`config.mk`:
```
export PLATFORM = sky130hd
export DESIGN_NAME = mem_load_align
export DESIGN_NICKNAME = d
export VERILOG_FILES = /design/src/rtl/mem_access_pkg.sv /design/src/rtl/mem_load_align.sv
export SDC_FILE = /design/constraint.sdc
export NUM_CORES = 1
export LEC_CHECK = 0
export CORE_MARGIN = 1
export CORE_UTILIZATION = 35
export DETAILED_ROUTE_END_ITERATION = 12
export PLACE_DENSITY_LB_ADDON = 0.3
export SYNTH_ARGS = -nofsm -noshare
export SYNTH_HDL_FRONTEND = slang
export SYNTH_SLANG_ARGS = --single-unit
```
`constraint.sdc`:
```
create_clock -name vclk -period 2.4
set_clock_uncertainty 0.1 [all_clocks]
set_input_delay 0.48 -clock vclk [all_inputs]
set_output_delay 0.48 -clock vclk [all_outputs]
set_load 0.1 [all_outputs]
```
`src/rtl/mem_access_pkg.sv`:
```
// Shared types, op codes and lane helpers for the mem_access stage.
package mem_access_pkg;

   typedef logic [31:0] reg_t;
   typedef logic [4:0]  reg_addr_t;
   typedef logic [7:0]  alu_op_t;

   localparam logic RST_ENABLE = 1'b1;
   localparam reg_t ZERO_WORD  = 32'h0000_0000;

   localparam alu_op_t EXE_LB_OP  = 8'b1110_0000;
   localparam alu_op_t EXE_LH_OP  = 8'b1110_0001;
   localparam alu_op_t EXE_LW_OP  = 8'b1110_0011;
   localparam alu_op_t EXE_LBU_OP = 8'b1110_0100;
   localparam alu_op_t EXE_LHU_OP = 8'b1110_0101;
   localparam alu_op_t EXE_SB_OP  = 8'b1110_1000;
   localparam alu_op_t EXE_SH_OP  = 8'b1110_1001;
   localparam alu_op_t EXE_SW_OP  = 8'b1110_1011;

   typedef enum logic [1:0] {
      MEM_IDLE = 2'd0,
      MEM_REQ  = 2'd1,
      MEM_DONE = 2'd2
   } mem_state_t;

   function automatic logic is_mem_op(input alu_op_t op);
      case (op)
         EXE_LB_OP, EXE_LBU_OP, EXE_LH_OP, EXE_LHU_OP, EXE_LW_OP,
         EXE_SB_OP, EXE_SH_OP, EXE_SW_OP: return 1'b1;
         default:                         return 1'b0;
      endcase
   endfunction

   function automatic logic is_store_op(input alu_op_t op);
      return (op == EXE_SB_OP) || (op == EXE_SH_OP) || (op == EXE_SW_OP);
   endfunction

   // Big-endian lanes: address 0 owns the most significant byte.
   function automatic logic [3:0] lane_sel(input alu_op_t op, input logic [1:0] a);
      case (op)
         EXE_LW_OP, EXE_SW_OP:             return 4'b1111;
         EXE_LH_OP, EXE_LHU_OP, EXE_SH_OP: return a[1] ? 4'b0011 : 4'b1100;
         EXE_LB_OP, EXE_LBU_OP, EXE_SB_OP: begin
            case (a)
               2'b00:   return 4'b1000;
               2'b01:   return 4'b0100;
               2'b10:   return 4'b0010;
               default: return 4'b0001;
            endcase
         end
         default:                          return 4'b0000;
      endcase
   endfunction

   function automatic reg_t store_data(input alu_op_t op, input reg_t reg2);
      case (op)
         EXE_SB_OP: return {4{reg2[7:0]}};
         EXE_SH_OP: return {2{reg2[15:0]}};
         default:   return reg2;
      endcase
   endfunction

endpackage

```
`src/rtl/mem_load_align.sv`:
```
// Load lane extraction and sign/zero extension for the mem_access stage.
module mem_load_align
   import mem_access_pkg::*;
(
   input  alu_op_t     aluop,
   input  logic [1:0]  addr,
   input  reg_t        rdata,
   output reg_t        data
);

   logic [7:0]  byte_lane;
   logic [15:0] half_lane;

   always_comb begin
      case (addr)
         2'b00:   byte_lane = rdata[31:24];
         2'b01:   byte_lane = rdata[23:16];
         2'b10:   byte_lane = rdata[15:8];
         default: byte_lane = rdata[7:0];
      endcase
      half_lane = addr[1] ? rdata[15:0] : rdata[31:16];
      case (aluop)
         EXE_LB_OP:  data = {{24{byte_lane[7]}}, byte_lane};
         EXE_LBU_OP: data = {24'h000000, byte_lane};
         EXE_LH_OP:  data = {{16{half_lane[15]}}, half_lane};
         EXE_LHU_OP: data = {16'h0000, half_lane};
         EXE_LW_OP:  data = rdata;
         default:    data = ZERO_WORD;
      endcase
   end

endmodule

```
==> flow_metrics.env, run 1 <==
export IMPL_io_pins=74
export IMPL_synth_largest_area_cell="mux2i_1"
export IMPL_die_width_um=53.1
export IMPL_netlist_area_um2=913
export IMPL_tool_error="[ERROR DPL-0038] Utilization greater than 100%, impossible to legalize"
export IMPL_row_count=18
export IMPL_fp_dieH_um=53.1
export IMPL_initial_core_util_pct=36.9
export IMPL_portBuffers=74
export IMPL_synthCells=115
export IMPL_outcome="aborted with a tool error"
export IMPL_stop_stage="detailed placement (3_5_place_dp)"
export IMPL_synth_top_cell_area_share_pct=18.6
export IMPL_yosysSeqAreaShare_pct=0
export IMPL_synth_area_per_cell_um2=7.94
export IMPL_yosysWarnings=0
export IMPL_yosys_top_cells_area="mux2i_1, a21o_1, a32o_2"
export IMPL_ys_types=30
export IMPL_syn_num_nets=157
export IMPL_gp_congestion=0.849
synthesized netlist by cell type, types with 2 or more instances:
cell	number
nand2_1	10
a211oi_1	8
clkbuf_1	2
a21oi_1	9
a221o_1	7
mux2_2	2
mux2i_1	17
a21o_1	16
nor2_1	4
buf_2	6
a32o_2	7
nor2b_1	8
buf_6	2
cell families after synthesis:
group           Yosys count  share of synthesized area [%]
compound gates           52                           47.0
buf+inv                  12                           7.81
mux                      19                           21.1
simple gates             32                           24.1
through the flow:
| stage | hold WS [ns] | setup WS [ns] | cells | cell area [um^2] | TNS, ns |
|---|---|---|---|---|---|
| after global placement | 1.68 | -0.619 | 243 | 2560 | -19.11 |
| after floorplan | 1.13 | -0.207 | 115 | 1240 | -4.79 |
==> inputs of run 2 (changes only) <==
--- a/config.mk
+++ b/config.mk
@@ -5,10 +5,10 @@
 export SDC_FILE = /design/constraint.sdc
 export NUM_CORES = 1
 export LEC_CHECK = 0
-export CORE_MARGIN = 1
-export CORE_UTILIZATION = 35
+export CORE_AREA = 2 2 63 65
 export DETAILED_ROUTE_END_ITERATION = 12
-export PLACE_DENSITY_LB_ADDON = 0.3
+export DIE_AREA = 0 0 65 67
+export PLACE_DENSITY_LB_ADDON = 0.15
 export SYNTH_ARGS = -nofsm -noshare
 export SYNTH_HDL_FRONTEND = slang
 export SYNTH_SLANG_ARGS = --single-unit
==> run 2 against run 1 <==
The flow now finishes, with violations (setup timing). Synthesized area is the same. Synthesized cell count is the same.
==> flow_metrics.env, run 2 <==
export IMPL_final_cell_mix="buf_12, buf_4, clkdlybuf4s50_1, mux2i_1, a21o_4"
export IMPL_use_met1_pct=24.8
export IMPL_maxSlewHeadroom_pct=79.5
export IMPL_io_pins=74
export IMPL_yosysSeqAreaShare_pct=0
export IMPL_critPathMaxStageDelay_ns=0.50
export IMPL_final_area_um2=2720
export IMPL_yosysWarnings=0
export IMPL_min_period_over_period_pct=112
export IMPL_synth_largest_area_cell="mux2i_1"
export IMPL_antenna_cells=0
export IMPL_endpoint_kind="output port"
export IMPL_die_width_um=65
export IMPL_regArea_um2=0
export IMPL_path_cells="buf_6 -> buf_6 -> or4_4 -> nor3b_4 -> buf_6 -> buf_6 -> buf_12 -> a32o_2 -> buf_12"
export IMPL_grt_busiest_layer="met2"
export IMPL_dieArea_um2=4360
export IMPL_crit_path_top_delay_cell="or4_4"
export IMPL_synthCells=115
export IMPL_utilization_pct=75.5
export IMPL_fillCellCount=241
export IMPL_hold_path_end="data[23]"
export IMPL_initial_core_util_pct=25.3
export IMPL_final_common_cell="buf_12"
export IMPL_drt_total_wl_um=4990
export IMPL_finalMaxSlewViolations=0
export IMPL_seq_cell_count=0
export IMPL_critPathLaunchType="input pin"
export IMPL_row_count=22
export IMPL_met2_usage_pct=47.8
export IMPL_ys_types=30
export IMPL_cp_max_fo=6
export IMPL_crit_arrival_ns=2.10
export IMPL_syn2layout_area_growth_pct=198
export IMPL_cp_common_cell="buf_6"
export IMPL_tightest_slew_ns=0.306
export IMPL_finalSetupTns_ns=-6.89
export IMPL_hold_start="rdata[23]"
export IMPL_core_um2=3610
export IMPL_multi_input_area_um2=1170
export IMPL_vias=1423
export IMPL_layout_drive_gt1_share_pct=58.3
export IMPL_cellPowerDensity_nw_per_um2=102
export IMPL_syn_num_nets=157
export IMPL_grt_pass1_wl_um=7880
export IMPL_hold_viol=0
export IMPL_drc=0
export IMPL_gr_total_overflow=0
export IMPL_ant_nets=0
export IMPL_place_hpwl_um=3690
export IMPL_nClkBuffers=0
export IMPL_worst_ep_required_time_ns=1.82
export IMPL_synth_area_per_cell_um2=7.94
export IMPL_hold_path_depth=4
export IMPL_setup_viol_count_final=32
export IMPL_antenna_found_initial=0
export IMPL_portBuffers=74
export IMPL_worstSetupPathType="in2out"
export IMPL_netlist_area_um2=913
export IMPL_synth_most_common_cell="mux2i_1"
export IMPL_final_hold_worst_slack_ns=1.50
export IMPL_wl_per_cell_um=18.7
export IMPL_leakage_nw=1.17
export IMPL_layout_setup_ws_ns=-0.283
export IMPL_violations="setup timing"
export IMPL_drtIter0Drc=57
export IMPL_fmax_mhz=373
export IMPL_gr_usage_all_layers_pct=23.4
export IMPL_drt_pass1_iter_count=4
export IMPL_grt_use_met3_pct=3.38
export IMPL_placed_area_um2=2560
export IMPL_yosys_top_cells_area="mux2i_1, a21o_1, a32o_2"
export IMPL_gp_congestion=0.740
export IMPL_via_per_inst=5.35
export IMPL_layout_min_cycle_time_ns=2.68
export IMPL_synth_commonest_cells="mux2i_1, a21o_1, nand2_1"
export IMPL_worstSetupStartpoint="aluop[4]"
export IMPL_outcome="finished, violations left"
export IMPL_peakVddDrop_v=0.0000613
export IMPL_nets=262
export IMPL_rsz0062_at_grt="yes"
export IMPL_cap_violations=0
export IMPL_synth_top_cell_area_share_pct=18.6
export IMPL_grt_max_degree=26
export IMPL_hold_path_class="in2out"
export IMPL_fp_dieH_um=67
export IMPL_grt_pass1_vias=1619
## run 2: cell counts after synthesis
No cell type changed its count.
## run 2: how the worst max path moves through the flow
| stage | cells after the start | slack (ns) | end |
|---|---|---|---|
| after floorplan | 6 | -0.21 | data[10] |
| after global placement | 6 | -0.71 | data[13] |
| after detailed placement | 6 | -0.75 | data[14] |
| after CTS | 9 | -0.31 | data[5] |
| after global routing | 9 | -0.31 | data[5] |
| final | 9 | -0.28 | data[5] |
## run 2: cells by family after synthesis
| logic type | count (synthesis) | synth area share (%) |
|---|---|---|
| compound gates | 52 | 47.0 |
| simple gates | 32 | 24.1 |
| buf+inv | 12 | 7.81 |
| mux | 19 | 21.1 |
## run 2: timing repair
item | in CTS | in global routing
hold endpoints to repair | 0 | 0
endpoints found under the setup margin | 32 | 32
setup buffers | 5 | 0
resized for setup | 44 | 9
hold buffers | 0 | 0
pin swaps | 21 | 4
cloned | 3 | 0
## run 2: cell type report
type	instances	share of cell area (%)
tap	48	2.21
timing repair buffer	114	54.8
inverter	1	0.138
multi-input combinational	103	42.8
## run 2: report_power, final
part | internal (W) | total (W) | leakage, nW | switching [W]
combinational | 0.000144 | 0.000278 | 1.17 | 0.000135
sequential | 0 | 0 | 0 | 0
clock | 0 | 0 | 0 | 0
total | 0.000144 | 0.000278 | 1.17 | 0.000135
## run 2: critical path: cells and delay by family
| family | cells | cell delay, ns |
|---|---|---|
| AOI/OAI and AO/OA | 1 | 0.17 |
| buffers and inverters | 6 | 0.74 |
| and+or+nand+nor | 2 | 0.69 |
## run 2: routing by layer
metal  share of wire, %  wire, um  up-vias
li1                   -         -      666
met1                 38      1880      696
met2                 56      2790       53
met3                4.8       238        8
met4                1.4        70        0
met5                  0         0        -
## run 2: metrics by stage
stage | power, W | setup slack (ns) | std cells
5_1_grt | 0.000294 | -0.314 | 266
3_5_place_dp | 0.000271 | -0.749 | 258
6_report | 0.000278 | -0.283 | 266
4_1_cts | 0.000273 | -0.307 | 266
2_1_floorplan | 0.000119 | -0.207 | 115
3_3_place_gp | 0.000263 | -0.706 | 258
Power figures use the tool's default switching activity.
==> inputs of run 3 (changes only) <==
--- a/config.mk
+++ b/config.mk
@@ -9,6 +9,7 @@
 export DETAILED_ROUTE_END_ITERATION = 12
 export DIE_AREA = 0 0 65 67
 export PLACE_DENSITY_LB_ADDON = 0.15
+export SETUP_SLACK_MARGIN = 0.02
 export SYNTH_ARGS = -nofsm -noshare
 export SYNTH_HDL_FRONTEND = slang
 export SYNTH_SLANG_ARGS = --single-unit
==> results of run 3 <==
The final DEF is identical to that of run 2; final timing and power are the same.
==> inputs of run 4 (changes only) <==
--- a/config.mk
+++ b/config.mk
@@ -5,6 +5,7 @@
 export SDC_FILE = /design/constraint.sdc
 export NUM_CORES = 1
 export LEC_CHECK = 0
+export ABC_AREA = 1
 export CORE_AREA = 2 2 63 65
 export DETAILED_ROUTE_END_ITERATION = 12
 export DIE_AREA = 0 0 65 67
==> run 4 against run 3 <==
The run now ends clean. Maximum frequency is 13% higher. Routed wire length is 28% higher. Largest cell class unchanged. Synthesized area is 29% higher. Core utilization is 5.5 points higher. Via count is 47% higher. Largest power group unchanged. Power is 5.0% higher. Synthesized cell count is 100% higher. First-iteration DRC count grew to 2.7 times the previous value. Hold slack worse by 0.18 ns. Global-route usage is 2.1 points higher. Critical path depth is 1 higher.
==> flow_metrics.env, run 4 <==
export IMPL_row_count=22
export IMPL_crit_arrival_ns=1.79
export IMPL_synth_commonest_cells="nand3_1, nand2_1, inv_1"
export IMPL_syn_num_nets=277
export IMPL_antenna_found_initial=0
export IMPL_gr_usage_all_layers_pct=25.4
export IMPL_path_cells="dlygate4sd2_1 -> inv_2 -> nand2_2 -> nor2_4 -> buf_6 -> buf_4 -> buf_16 -> nand3_2 -> nand3_4 -> buf_12"
export IMPL_grt_pass1_wl_um=8930
export IMPL_yosysSeqAreaShare_pct=0
export IMPL_endpoint_kind="output port"
export IMPL_finalMaxSlewViolations=0
export IMPL_vias=2090
export IMPL_cp_max_fo=13
export IMPL_min_period_over_period_pct=98.6
export IMPL_final_cells=374
export IMPL_fp_dieH_um=67
export IMPL_outcome="finished, final reports clean"
export IMPL_tightest_slew_ns=0.216
export IMPL_critPathLaunchType="input pin"
export IMPL_ant_nets=0
export IMPL_cap_violations=0
export IMPL_gr_total_overflow=0
export IMPL_final_common_cell="nand2_1"
export IMPL_leakage_nw=1.51
export IMPL_gp_congestion=0.883
export IMPL_synth_top_cell_area_share_pct=40.3
export IMPL_placed_cells=358
export IMPL_p_total_w=0.000292
export IMPL_drtIter0Drc=154
export IMPL_synthCells=235
export IMPL_seq_cell_count=0
export IMPL_grt_pass1_vias=1832
export IMPL_hold_buffers=0
export IMPL_worst_ep_required_time_ns=1.82
export IMPL_worstSetupPathType="in2out"
export IMPL_nets=370
export IMPL_final_cell_mix="nand2_1, nand3_1, buf_12, nand3_2, clkdlybuf4s50_1"
export IMPL_yosysWarnings=0
export IMPL_nClkBuffers=0
export IMPL_utilization_pct=81.0
export IMPL_hold_viol=0
export IMPL_wl_per_cell_um=17.1
export IMPL_die_width_um=65
export IMPL_antenna_cells=0
export IMPL_hold_path_class="in2out"
export IMPL_regArea_um2=0
export IMPL_drc=0
export IMPL_setup_viol_count_final=0
export IMPL_drt_total_wl_um=6400
export IMPL_dieArea_um2=4360
export IMPL_ys_types=20
export IMPL_synth_largest_area_cell="nand3_1"
export IMPL_final_hold_worst_slack_ns=1.32
export IMPL_grt_max_degree=25
export IMPL_synth_area_per_cell_um2=5.02
export IMPL_layout_min_cycle_time_ns=2.37
export IMPL_cellPowerDensity_nw_per_um2=100
export IMPL_core_um2=3610
export IMPL_netlist_area_um2=1180
export IMPL_yosys_top_cells_area="nand3_1, nand2_1, buf_6"
export IMPL_place_hpwl_um=3560
export IMPL_finalSetupTns_ns=0
export IMPL_critPathMaxStageDelay_ns=0.24
export IMPL_rsz0062_at_grt="yes"
export IMPL_io_pins=74
export IMPL_initial_core_util_pct=32.7
export IMPL_drt_pass1_iter_count=4
export IMPL_crit_path_top_delay_cell="dlygate4sd2_1"
export IMPL_synth_most_common_cell="nand3_1"
export IMPL_via_per_inst=5.59
export IMPL_syn2layout_area_growth_pct=148
export IMPL_fmax_mhz=422
export IMPL_layout_drive_gt1_share_pct=43.6
export IMPL_maxSlewHeadroom_pct=85.6
export IMPL_portBuffers=74
export IMPL_peakVddDrop_v=0.0000625
export IMPL_fillCellCount=237
run 4: cell count changes after synthesis, moves of 7 or more:
cell	before	now
a21oi_1	9	0
or2_2	0	7
a221o_1	7	0
nor2b_1	8	0
a21o_1	16	0
mux2i_1	17	0
a211oi_1	8	0
nand3_1	0	95
buf_6	2	9
inv_1	1	15
nand2_1	10	76
a32o_2	7	0
run 4: timing repair:
action	CTS	global route
pin swaps	8	10
setup endpoints to repair	32	32
resized for setup	55	32
setup buffers	9	1
gates cloned	4	4
run 4: critical path: cells and delay by family:
kind | cells | cell delay (ns)
buffers and inverters | 6 | 0.89
AND/OR/NAND/NOR | 4 | 0.42
run 4: cell type report:
cell class / count / area [um^2] / share of cell area (%)
repair buffers: 110 / 1540 / 52.8
multi-input cells: 199 / 1250 / 42.9
inverters: 17 / 63.8 / 2.18
well taps: 48 / 60.1 / 2.06
run 4: power by group:
group | internal [W] | switching (W) | total [W]
Sequential | 0 | 0 | 0
Clock | 0 | 0 | 0
Combinational | 0.000136 | 0.000156 | 0.000292
run 4: cell families (layout without fill, tap and decap cells):
kind of cell | count (synthesis) | in the layout | share of synthesized area [%]
AO/OA/AOI/OAI | 7 | 7 | 2.97
buffers and inverters | 36 | 127 | 19.0
AND/OR/NAND/NOR | 192 | 192 | 78.0
run 4: final timing paths:
kind / startpoint / endpoint / slack, ns / cells after the start
worst max-delay path: aluop[4] / data[25] / 0.03 / 10
worst min-delay path: rdata[7] / data[7] / 1.32 / 4
run 4: stage by stage:
stage,area [um^2],worst slack (ns)
after floorplan,1200,-0.00752
after global placement,2380,-0.194
after detailed placement,2380,-0.243
after CTS,2750,0.00513
after global routing,2920,-0.0159
final,2920,0.0327
run 4: routing by layer:
layer	global-route usage, %	routed length, um
met1	32.1	2660
met3	2.53	356
met4	3.19	105
met2	47.4	3280
met5	0	0
